File: config.mk
export PLATFORM = sky130hd
export DESIGN_NAME = ac97_frame_tx
export DESIGN_NICKNAME = d
export VERILOG_FILES = /design/src/rtl/ac97_frame_tx.sv
export SDC_FILE = /design/constraint.sdc
export NUM_CORES = 1
export LEC_CHECK = 0
export CORE_ASPECT_RATIO = 1.1
export CORE_MARGIN = 1.5
export CORE_UTILIZATION = 54
export DETAILED_ROUTE_END_ITERATION = 6
export GPL_TIMING_DRIVEN = 0
export HOLD_SLACK_MARGIN = 0.1
export PLACE_DENSITY = 0.76
export SLEW_MARGIN = 40
export SYNTH_ARGS = -nofsm -noshare
export SYNTH_HDL_FRONTEND = slang
export SYNTH_SLANG_ARGS = --single-unit
File: constraint.sdc
create_clock -name ac97_bit_clock -period 4.4 [get_ports ac97_bit_clock]
set_input_delay 0.66 -clock ac97_bit_clock [delete_from_list [all_inputs] [get_ports ac97_bit_clock]]
set_output_delay 0.66 -clock ac97_bit_clock [all_outputs]
set_load 0.05 [all_outputs]
File: src/rtl/ac97_frame_tx.sv
// AC'97 output-link serializer: builds 256-bit frames (tag, command, PCM L/R) on the codec bit clock.
// Optional build macro AC97_REPEAT_SAMPLE_EN resends the last sample pair on a PCM underrun.
module ac97_frame_tx #(
  parameter int unsigned STARTUP_FRAMES = 4,
  parameter logic [1:0]  CODEC_ID       = 2'b00
) (
  input  logic        ac97_bit_clock,
  input  logic        SYS_RST_N,
  input  logic [19:0] pcm_left,
  input  logic [19:0] pcm_right,
  input  logic        pcm_valid,
  output logic        pcm_ready,
  input  logic        cmd_rw,
  input  logic [6:0]  cmd_addr,
  input  logic [15:0] cmd_data,
  input  logic        cmd_valid,
  output logic        cmd_ready,
  output logic        ac97_sdata_out,
  output logic        ac97_synch,
  output logic        frame_start,
  output logic [7:0]  underrun_count
);

  localparam logic [7:0] STARTUP_LIMIT = 8'(STARTUP_FRAMES);

  logic [7:0]  bit_cnt_q, bit_cnt_d;
  logic [7:0]  startup_q, startup_d;
  logic [7:0]  underrun_q, underrun_d;
  logic        sdata_q, sdata_d;
  logic        synch_q, synch_d;
  logic        fs_q, fs_d;
  logic [94:0] shift_q, shift_d;

  logic        pcm_full_q, pcm_full_d;
  logic [19:0] pcm_left_q, pcm_left_d;
  logic [19:0] pcm_right_q, pcm_right_d;
  logic        cmd_full_q, cmd_full_d;
  logic        cmd_rw_q, cmd_rw_d;
  logic [6:0]  cmd_addr_q, cmd_addr_d;
  logic [15:0] cmd_data_q, cmd_data_d;
`ifdef AC97_REPEAT_SAMPLE_EN
  logic [19:0] last_left_q, last_left_d;
  logic [19:0] last_right_q, last_right_d;
`endif

  logic        wrap, in_startup, consume, pcm_accept, cmd_accept;
  logic [15:0] tag;
  logic [19:0] slot1, slot2, slot3, slot4;
  logic [95:0] frame_w;

  assign wrap       = (bit_cnt_q == 8'd255);
  assign in_startup = (startup_q < STARTUP_LIMIT);
  assign consume    = wrap & ~in_startup;
  assign pcm_accept = pcm_valid & ~pcm_full_q;
  assign cmd_accept = cmd_valid & ~cmd_full_q;

  // Frame snapshot built from holding-register state as it stands before the wrap edge.
  always_comb begin
    // NOTE: every always_comb output gets a default first so no path can infer a latch.
    tag   = '0;
    slot1 = '0;
    slot2 = '0;
    slot3 = '0;
    slot4 = '0;
    if (!in_startup) begin
      tag[15]  = 1'b1;
      tag[1:0] = CODEC_ID;
      if (cmd_full_q) begin
        tag[14] = 1'b1;
        tag[13] = ~cmd_rw_q;
        slot1   = {cmd_rw_q, cmd_addr_q, 12'h000};
        slot2   = cmd_rw_q ? 20'h0 : {cmd_data_q, 4'h0};
      end
      if (pcm_full_q) begin
        tag[12:11] = 2'b11;
        slot3      = pcm_left_q;
        slot4      = pcm_right_q;
      end
`ifdef AC97_REPEAT_SAMPLE_EN
      else begin
        tag[12:11] = 2'b11;
        slot3      = last_left_q;
        slot4      = last_right_q;
      end
`endif
    end
    frame_w = {tag, slot1, slot2, slot3, slot4};
  end

  always_comb begin
    bit_cnt_d   = bit_cnt_q + 8'd1;
    synch_d     = (bit_cnt_d < 8'd16);
    fs_d        = (bit_cnt_d == 8'd0);
    sdata_d     = shift_q[94];
    shift_d     = {shift_q[93:0], 1'b0};
    startup_d   = startup_q;
    underrun_d  = underrun_q;
    pcm_full_d  = pcm_full_q;
    pcm_left_d  = pcm_left_q;
    pcm_right_d = pcm_right_q;
    cmd_full_d  = cmd_full_q;
    cmd_rw_d    = cmd_rw_q;
    cmd_addr_d  = cmd_addr_q;
    cmd_data_d  = cmd_data_q;
`ifdef AC97_REPEAT_SAMPLE_EN
    last_left_d  = last_left_q;
    last_right_d = last_right_q;
    if (consume && pcm_full_q) begin
      last_left_d  = pcm_left_q;
      last_right_d = pcm_right_q;
    end
`endif
    // Bit 0 goes straight out of the new snapshot; bits 1..95 follow from the shifter.
    if (wrap) begin
      sdata_d = frame_w[95];
      shift_d = frame_w[94:0];
    end
    if (wrap && in_startup) startup_d = startup_q + 8'd1;
    if (consume && !pcm_full_q && underrun_q != 8'hFF) underrun_d = underrun_q + 8'd1;

    // An accept only happens into an empty register, so it never collides with a consume.
    if (pcm_accept) begin
      pcm_full_d  = 1'b1;
      pcm_left_d  = pcm_left;
      pcm_right_d = pcm_right;
    end else if (consume) begin
      pcm_full_d = 1'b0;
    end
    if (cmd_accept) begin
      cmd_full_d = 1'b1;
      cmd_rw_d   = cmd_rw;
      cmd_addr_d = cmd_addr;
      cmd_data_d = cmd_data;
    end else if (consume) begin
      cmd_full_d = 1'b0;
    end
  end

  // NOTE: state registers use non-blocking assignments so every flop samples pre-edge values.
  always_ff @(posedge ac97_bit_clock or negedge SYS_RST_N) begin
    if (!SYS_RST_N) begin
      bit_cnt_q   <= 8'd255;
      startup_q   <= '0;
      underrun_q  <= '0;
      sdata_q     <= 1'b0;
      synch_q     <= 1'b0;
      fs_q        <= 1'b0;
      shift_q     <= '0;
      pcm_full_q  <= 1'b0;
      pcm_left_q  <= '0;
      pcm_right_q <= '0;
      cmd_full_q  <= 1'b0;
      cmd_rw_q    <= 1'b0;
      cmd_addr_q  <= '0;
      cmd_data_q  <= '0;
`ifdef AC97_REPEAT_SAMPLE_EN
      last_left_q  <= '0;
      last_right_q <= '0;
`endif
    end else begin
      bit_cnt_q   <= bit_cnt_d;
      startup_q   <= startup_d;
      underrun_q  <= underrun_d;
      sdata_q     <= sdata_d;
      synch_q     <= synch_d;
      fs_q        <= fs_d;
      shift_q     <= shift_d;
      pcm_full_q  <= pcm_full_d;
      pcm_left_q  <= pcm_left_d;
      pcm_right_q <= pcm_right_d;
      cmd_full_q  <= cmd_full_d;
      cmd_rw_q    <= cmd_rw_d;
      cmd_addr_q  <= cmd_addr_d;
      cmd_data_q  <= cmd_data_d;
`ifdef AC97_REPEAT_SAMPLE_EN
      last_left_q  <= last_left_d;
      last_right_q <= last_right_d;
`endif
    end
  end

  assign ac97_sdata_out = sdata_q;
  assign ac97_synch     = synch_q;
  assign frame_start    = fs_q;
  assign underrun_count = underrun_q;
  assign pcm_ready      = ~pcm_full_q;
  assign cmd_ready      = ~cmd_full_q;

endmodule

After elaboration in Yosys (flattened, before gate mapping)
Cells that the tools add are included.
{"block": "op_classes", "n_addsub": 3, "mux": 17, "bitwise_logic": 7, "order_cmp": 2, "reduce_logical": 7, "eq_ne": 2}
{"op": "$mux 20", "count": 9}
{"op": "$mux 95", "count": 1}
{"op": "$add 8x1->8 const B", "count": 3}
{"op": "$eq 8x8->1 const B", "count": 1}
{"op": "$logic_not 8->1", "count": 1}
{"op": "$lt 8x3->1 const B", "count": 1}
{"op": "$lt 8x5->1 const B", "count": 1}
{"op": "$ne 8x8->1 const B", "count": 1}
{"op": "$mux 5", "count": 1}
{"op": "$mux 1", "count": 4}
{"op": "$mux 2", "count": 2}
{"op": "$not 1->1", "count": 4}
{"op": "$reduce_bool 2->1", "count": 2}
{"op": "$and 1x1->1", "count": 3}
{"op": "$logic_and 1x1->1", "count": 3}
{"op": "$logic_not 1->1", "count": 1}
{"block": "totals", "output_inout_bits": 13, "ff_bits": 188, "inputBits": 68, "word_cells": 52}

Depth between registers and ports, before layout
Gate-level depths: netlist of the first run.
{"block": "logic_depth", "depth_word": 5, "ltp_mapped": 8, "ltp_nobuf": 5}

Worst setup path before layout of the first run
OpenSTA, ideal clock, no wires.
{"block": "synth_path", "path_kind": "register to register", "startpoint": "reg bit_cnt_q[0]", "endpoint": "reg underrun_q[6], in the netlist underrun_count[6]", "synth_period_minus_slack_ns": 2.114, "n_path_buf": 2, "arrival_ns": 1.989, "stages_incl_launch_ff": 8, "setup_time_ns": 0.125, "t_required_ns": 4.275, "slack_ns": 2.286, "path_cell_list": "dfstp_2 -> ha_1 -> buf_2 -> nand3_1 -> or2_1 -> buf_2 -> a2111oi_2 -> mux2_2"}
{"block": "synth_via", "elab_chain_cells": 4}
{"element": "from (decl)", "line": "26", "source": "logic [7:0] bit_cnt_q, bit_cnt_d;"}
{"element": "from (signal assigned)", "line": "161", "source": "bit_cnt_q <= bit_cnt_d;"}
{"element": "$eq 8x8->1", "line": "51", "source": "assign wrap = (bit_cnt_q == 8'd255);"}
{"element": "$and 1x1->1", "line": "53", "source": "assign consume = wrap & ~in_startup;"}
{"element": "$logic_and 1x1->1 (2 in series)", "line": "119", "source": "if (consume && !pcm_full_q && underrun_q != 8'hFF) underrun_d = underrun_q + 8'd1;"}
{"element": "to (signal assigned)", "line": "163", "source": "underrun_q <= underrun_d;"}
{"element": "to (decl)", "line": "28", "source": "logic [7:0] underrun_q, underrun_d;"}
Every way passes these cells.
A chain may end at the register's enable or synchronous reset.

Worst setup path in the final report of the first run
{"block": "layout_path", "startpoint": "reg bit_cnt_q[0]", "endpoint": "reg shift_q[55]"}
{"block": "layout_via", "elab_chain_cells": 2}
{"element": "$eq 8x8->1", "line": "51"}
{"element": "$mux 95", "line": "114", "source": "if (wrap) begin"}
{"element": "via shift_d[55]", "line": "32", "source": "logic [94:0] shift_q, shift_d;"}
{"element": "to (signal assigned)", "line": "167", "source": "shift_q <= shift_d;"}
{"element": "to (decl)", "line": "32"}
The timed path passes the listed nets, and every way through them passes these cells.

==> results_dict.tcl, run 1 <==
set metrics [dict create \
    cts_tree "built" \
    chipHeight_um 122 \
    cap_viol_max_count 0 \
    vias_per_cell 5.41 \
    clock-sinks 188 \
    boundaryPins 81 \
    worstSetupPathType "flip-flop to flip-flop" \
    n_fill_cell 860 \
    yosys-top-cells-area "dfrtp_1, mux2_2, a22o_1, dfstp_2, and2_1" \
    synthTopCellsByCount "dfrtp_1, mux2_2, a22o_1" \
    max_stage_delay_ns 0.62 \
    tightest_slew_ns 0.642 \
    crit_fanout 10 \
    clock-root-buffer "clkbuf_16" \
    coreArea_um2 12500 \
    io_buffers 80 \
    synth-compound-area-share_pct 9.80 \
    syn_area_per_cell_um2 15.1 \
    syn_area_um2 6920 \
    cts_setup_buffers 0 \
    stdcell_count 730 \
    fin_nets 632 \
    synthXorXnorAreaFrac_pct 1.64 \
    grt_start_max_net_pins 51 \
    cp-end-kind "flip-flop" \
    post-place-cells 698 \
    synth_warnings 0 \
    ys_seq_area_share_pct 68.1 \
    wl_mm 11.9 \
    min_period_ns 2.57 \
    r2r_slack_ns 1.83 \
    setup_viol 0 \
    synth-edff-count 0 \
    drc 0 \
    totalPowerFinal_mw 3.51 \
    post_route_cells_drive_above_1_share_pct 22.0 \
    worst_path_max_delay_cell "a2111oi_0" \
    fin_worst_skew_ns 0.0130 \
    std_cell_rows 43 \
    worst_slack_ns 1.83 \
    place.gp.congestion 0.800 \
    yosysMostFrequentCell "dfrtp_1" \
    diodes 0 \
    areaGrowthSynthToFinish_pct 24.2 \
    r2r_start "bit_cnt_q[0]$_DFF_PN1_" \
    slew_headroom_pct 56.1 \
    ys_ff_latch 188 \
    fin_setup_tns_ns 0 \
    synth_fp_nets 530 \
    htreeDepth 4 \
    pre_cts_ws_ns 1.73 \
    grt_pass1_vias 4082 \
    cts_buffer_depth 2 \
    routedWlPerCell_um 16.3 \
    ctsResizeCount 0 \
    critPathLaunch "bit_cnt_q[0]$_DFF_PN1_" \
    yosysUniqueCellTypes 38 \
    die-area_um2 13500 \
    fmax_mhz 389 \
    hold_viol 0 \
    synthAdderAreaFrac_pct 0.723 \
    outcome "finished clean" \
    grt_pass1_wl_mm 20.1 \
    power_leakage_nw 4.00 \
    path_clk_slew_ns 0.07 \
    hp-class "input pin to async pin" \
    gr-total-overflow 0 \
    antenna_left 0 \
    syn_inst 458 \
    synth_top_area_cell "dfrtp_1" \
    maxSlewViolCount 0 \
    critPathArrivalTime_ns 2.93 \
    synth_top_family_by_area "multiplexers" \
    r2r-end "shift_q[55]$_DFF_PN0_" \
    worstPathCellList "ha_1 -> buf_2 -> nand3_1 -> a2111oi_0 -> nor2b_1 -> buf_2 -> buf_4 -> a22o_1" \
    cts.hold.buffers_added 0 \
    synthSimpleGateAreaFrac_pct 6.04 \
    period_share_pct 58.4 \
    peakVddDrop_v 0.000315 \
    drt_first_iter_violations 156 \
    synthFlopType "dfrtp_1" \
    antenna_found_initial 0 \
    p_per_area_nw_per_um2 408 \
    cpMostUsedCell "buf_2" \
    clock_latency_ns 0.43 \
    dp_hpwl_mm 7.98 \
    grt_setup_unrepaired "false" \
    crit_end "shift_q[55]$_DFF_PN0_" \
    vias 3952 \
    die_x_um 111 \
    start_util_pct 55.2 \
    synth_mux_area_share_pct 11.2 \
    async_flop_share_pct 100 \
    synth_top_area_share_pct 65.1 \
    start_kind "flip-flop" \
    r2r_cells 8 \
    required_ns 4.76 \
    cts_buffers 17 \
    track_usage_pct 19.3 \
    first_pass_iters 4 \
    hold-worst-slack_ns 0.130 \
]
[placed cells by master, fill, tap and decap left out, drive strengths merged, types with 3 or more instances in the layout]
cell and n:
and2 28, a21o 4, nor2b 3, or2 3, clkdlybuf4s50 79, dfstp 8, ha 4, clkinv 4
a22o 63, inv 8, buf 14, mux2 69, clkbuf 39, clkinvlp 4, nand4 3, xor2 7
nand3 6, xnor2 6, nand2 8, dfrtp 180, nor2 11
[cell type report]
class	instances	area, um^2	area share, %
multi-input combinational	235	2040	23.7
sequential	188	4710	54.8
clock buffer	18	429	4.99
clock inverter	14	163	1.89
inverter	4	15.0	0.175
tap	157	196	2.28
timing repair buffer	83	888	10.3
buffer	31	155	1.80
[metrics by stage]
step	cell area, um^2	util, %
floorplan	6920	-
global placement	7920	63.2
detailed placement	8010	63.9
CTS	8600	68.6
global route	8600	68.6
finish	8600	68.6
[kinds of logic (layout without fill, tap and decap cells)]
family | count (synthesis) | count (layout)
AO/OA/AOI/OAI | 77 | 77
XOR/XNOR | 13 | 13
adder cells (fa/ha/maj) | 4 | 4
buffers and inverters | 35 | 150
flip-flops | 188 | 188
multiplexers | 69 | 69
AND/OR/NAND/NOR | 72 | 72
[flip-flops by register name (all words and copies together) (netlist names)]
register	cells
pcm_left_q	20
underrun_count	8
cmd_rw_q	1
shift_q	95
bit_cnt_q	8
pcm_full_q	1
cmd_full_q	1
pcm_right_q	20
startup_q	8
ac97_synch	1
frame_start	1
cmd_addr_q	7
cmd_data_q	16
ac97_sdata_out	1
[report_power, final]
group          total, mW  internal [mW]  switching [mW]
combinational      0.167          0.108          0.0586
clock               1.51          0.849           0.661
sequential          1.83           1.80          0.0372
[worst min-delay path by stage]
stage,from,endpoint,slack (ns),cells past startpoint
floorplan,SYS_RST_N,ac97_sdata_out$_DFF_PN0_,0.36,0
detailed placement,shift_q[42]$_DFF_PN0_,shift_q[43]$_DFF_PN0_,0.44,1
global route,SYS_RST_N,ac97_synch$_DFF_PN0_,0.15,1
global placement,shift_q[92]$_DFF_PN0_,shift_q[93]$_DFF_PN0_,0.43,1
CTS,SYS_RST_N,ac97_synch$_DFF_PN0_,0.13,1
finish,SYS_RST_N,underrun_count[4]$_DFFE_PN0P_,0.13,1
[critical path: cells and delay by family (launching register included)]
kind                       cells  cell delay, ns
and+or+nand+nor                2            0.38
DFF                            1            0.60
buffers and inverters          3            0.60
adders and majority gates      1            0.16
AOI/OAI and AO/OA              2            0.76
[layer usage]
metal | part of all wire, % | track usage (%) | up-vias
li1 | - | - | 1825
met5 | 0 | 0 | -
met4 | 1.7 | 7.93 | 0
met2 | 50 | 31.2 | 66
met1 | 45 | 25.5 | 2044
met3 | 3.4 | 4.68 | 17
Note: power is estimated with default switching activity, not from simulation.
==> run 2: changes to the inputs <==
- CORE_UTILIZATION: 54 -> 50
- PLACE_DENSITY: 0.76 -> 0.74
- clock period: 4.4 -> 2.2 ns (I/O delays scaled with it)
==> run 2 against run 1 <==
Global-route usage shrank 0.60 points. Clock skew shrank 0.0050 ns. Fmax grew 20%. Final cell count grew 4.2%. First-iteration DRC count grew 24%. Critical endpoint is now underrun_count[6]$_DFFE_PN0P_. Largest power group unchanged. Highest routed layer unchanged.
==> results_dict.tcl, run 2 (same netlist as run 1, synthesis figures left out) <==
set metrics [dict create \
    outcome "finished clean" \
    die_x_um 115 \
    stdcell_count 761 \
    peakVddDrop_v 0.000437 \
    required_ns 2.50 \
    post_route_cells_drive_above_1_share_pct 23.7 \
    diodes 0 \
    vias 3975 \
    power_switching_mw 1.43 \
    crit_fanout 7 \
    hold-worst-slack_ns 0.401 \
    drc 0 \
    min_period_ns 2.15 \
    fin_setup_tns_ns 0 \
    grt_pass1_wl_mm 20.9 \
    clock-sinks 188 \
    cts_buffer_depth 2 \
    n_fill_cell 959 \
    dp_hpwl_mm 8.16 \
    fin_nets 637 \
    vias_per_cell 5.22 \
    power_frac_clock_pct 45.2 \
    top_regs "shift_q: 95 flops, pcm_left_q: 20 flops, pcm_right_q: 20 flops" \
    tightest_slew_ns 0.724 \
    final_cell_mix "dfrtp_1, clkdlybuf4s50_1, mux2_2, a22o_1, and2_1" \
    swShare_pct 19.6 \
    gr-total-overflow 0 \
    clock_latency_ns 0.42 \
    final_common_cell "dfrtp_1" \
    seq_area_um2 4710 \
    combPwrFrac_pct 4.5 \
    place.gp.congestion 0.752 \
    hold_viol 0 \
    grt_start_max_net_pins 83 \
    antenna_left 0 \
    setup_viol 0 \
    totalPowerFinal_mw 7.30 \
    areaGrowthSynthToFinish_pct 27.1 \
    critPathArrivalTime_ns 2.45 \
    track_usage_pct 18.7 \
    chipHeight_um 126 \
    cts_tree "built" \
    p_per_area_nw_per_um2 830 \
    htreeDepth 4 \
    grt_pass1_vias 4169 \
    worstSetupPathType "flip-flop to flip-flop" \
    start_kind "flip-flop" \
    power_leakage_nw 4.10 \
    coreArea_um2 13400 \
    wl_mm 12.4 \
    cap_viol_max_count 0 \
    stdcell_area_um2 8800 \
    post_dp_cell_area_um2 8010 \
    drt_first_iter_violations 193 \
    path_clk_slew_ns 0.06 \
    intPower_mw 5.87 \
    maxSlewViolCount 0 \
    io_buffers 80 \
    period_share_pct 97.6 \
    regMostFlops "shift_q" \
    slew_headroom_pct 51.5 \
    routedWlPerCell_um 16.3 \
    seqPwrFrac_pct 50.3 \
    fmax_mhz 466 \
    largest_reg_flops 95 \
    cp-end-kind "flip-flop" \
    first_pass_iters 4 \
    hp-class "input pin to async pin" \
    fin_worst_skew_ns 0.00800 \
    start_util_pct 51.7 \
    antenna_found_initial 0 \
    post-place-cells 724 \
    std_cell_rows 44 \
    cts_buffers 17 \
    clock-root-buffer "clkbuf_16" \
    multi_input_area_um2 2090 \
    boundaryPins 81 \
    die-area_um2 14600 \
]
-- run 2: cell types whose count changed in the layout (fill, tap and decap cells not counted), sizes merged --
cell | previous run | this run
buf | 14 | 18
bufinv | 2 | 5
clkbuf | 39 | 40
clkdlybuf4s50 | 79 | 78
clkinv | 4 | 6
clkinvlp | 4 | 0
dlygate4sd3 | 0 | 1
dlymetal6s2s | 0 | 1
inv | 8 | 5
-- run 2: area by class of cell --
type / count / share of cell area, %
Sequential cell: 188 / 53.6
Multi-Input combinational cell: 235 / 23.7
Timing Repair Buffer: 88 / 10.5
Clock buffer: 19 / 5.15
Tap cell: 184 / 2.62
Clock inverter: 12 / 2.19
Buffer: 31 / 2.06
Inverter: 4 / 0.171
-- run 2: repair_timing --
item / CTS / global route
hold buffers: 1 / 0
gates resized for setup: 13 / 11
pin swaps: 1 / 1
buffers inserted: 3 / 2
setup endpoints to repair: 91 / 64
hold endpoints to repair: 45 / 0
-- run 2: worst paths after layout --
path,cells after the start,slack [ns],from,end
hold / removal,2,0.40,SYS_RST_N,cmd_data_q[5]$_DFFE_PN0P_
max in group asynchronous,3,1.09,SYS_RST_N,shift_q[4]$_DFF_PN0_
setup / recovery,7,0.05,bit_cnt_q[0]$_DFF_PN1_,underrun_count[6]$_DFFE_PN0P_
hold reg to reg,1,0.45,shift_q[80]$_DFF_PN0_,shift_q[81]$_DFF_PN0_
min in group ac97_bit_clock,1,0.45,shift_q[80]$_DFF_PN0_,shift_q[81]$_DFF_PN0_
setup reg to reg,7,0.05,bit_cnt_q[0]$_DFF_PN1_,underrun_count[6]$_DFFE_PN0P_
-- run 2: routing by layer --
| layer | global-route usage (%) | vias to the layer above | share of wire, % |
|---|---|---|---|
| met4 | 7.04 | 0 | 1.7 |
| met5 | 0 | - | 0 |
| met3 | 5.35 | 18 | 4.1 |
| li1 | - | 1824 | - |
| met2 | 29.6 | 69 | 50 |
| met1 | 24.7 | 2064 | 45 |
-- run 2: critical path, stage by stage (launching register included) --
cell	delay, ns
dfstp_2	0.53
ha_1	0.17
buf_6	0.14
nand3_4	0.10
or2_1	0.24
buf_4	0.18
a2111oi_4	0.32
mux2_2	0.37
-- run 2: stage by stage --
| stage | worst slack (ns) | util, % |
|---|---|---|
| floorplan | 0.0860 | - |
| global placement | -6.42 | 59.4 |
| detailed placement | -0.386 | 59.9 |
| CTS | 0.00930 | 65.4 |
| global route | -0.00666 | 65.8 |
| finish | 0.0519 | 65.8 |
-- run 2: power groups by stage --
stage,sequential [mW],clock (mW),combinational (mW)
finish,3.67,3.30,0.331
global route,3.69,3.52,0.368
CTS,3.67,3.36,0.341
detailed placement,3.73,0,0.335
global placement,3.73,0,0.306
floorplan,3.71,0,0.118
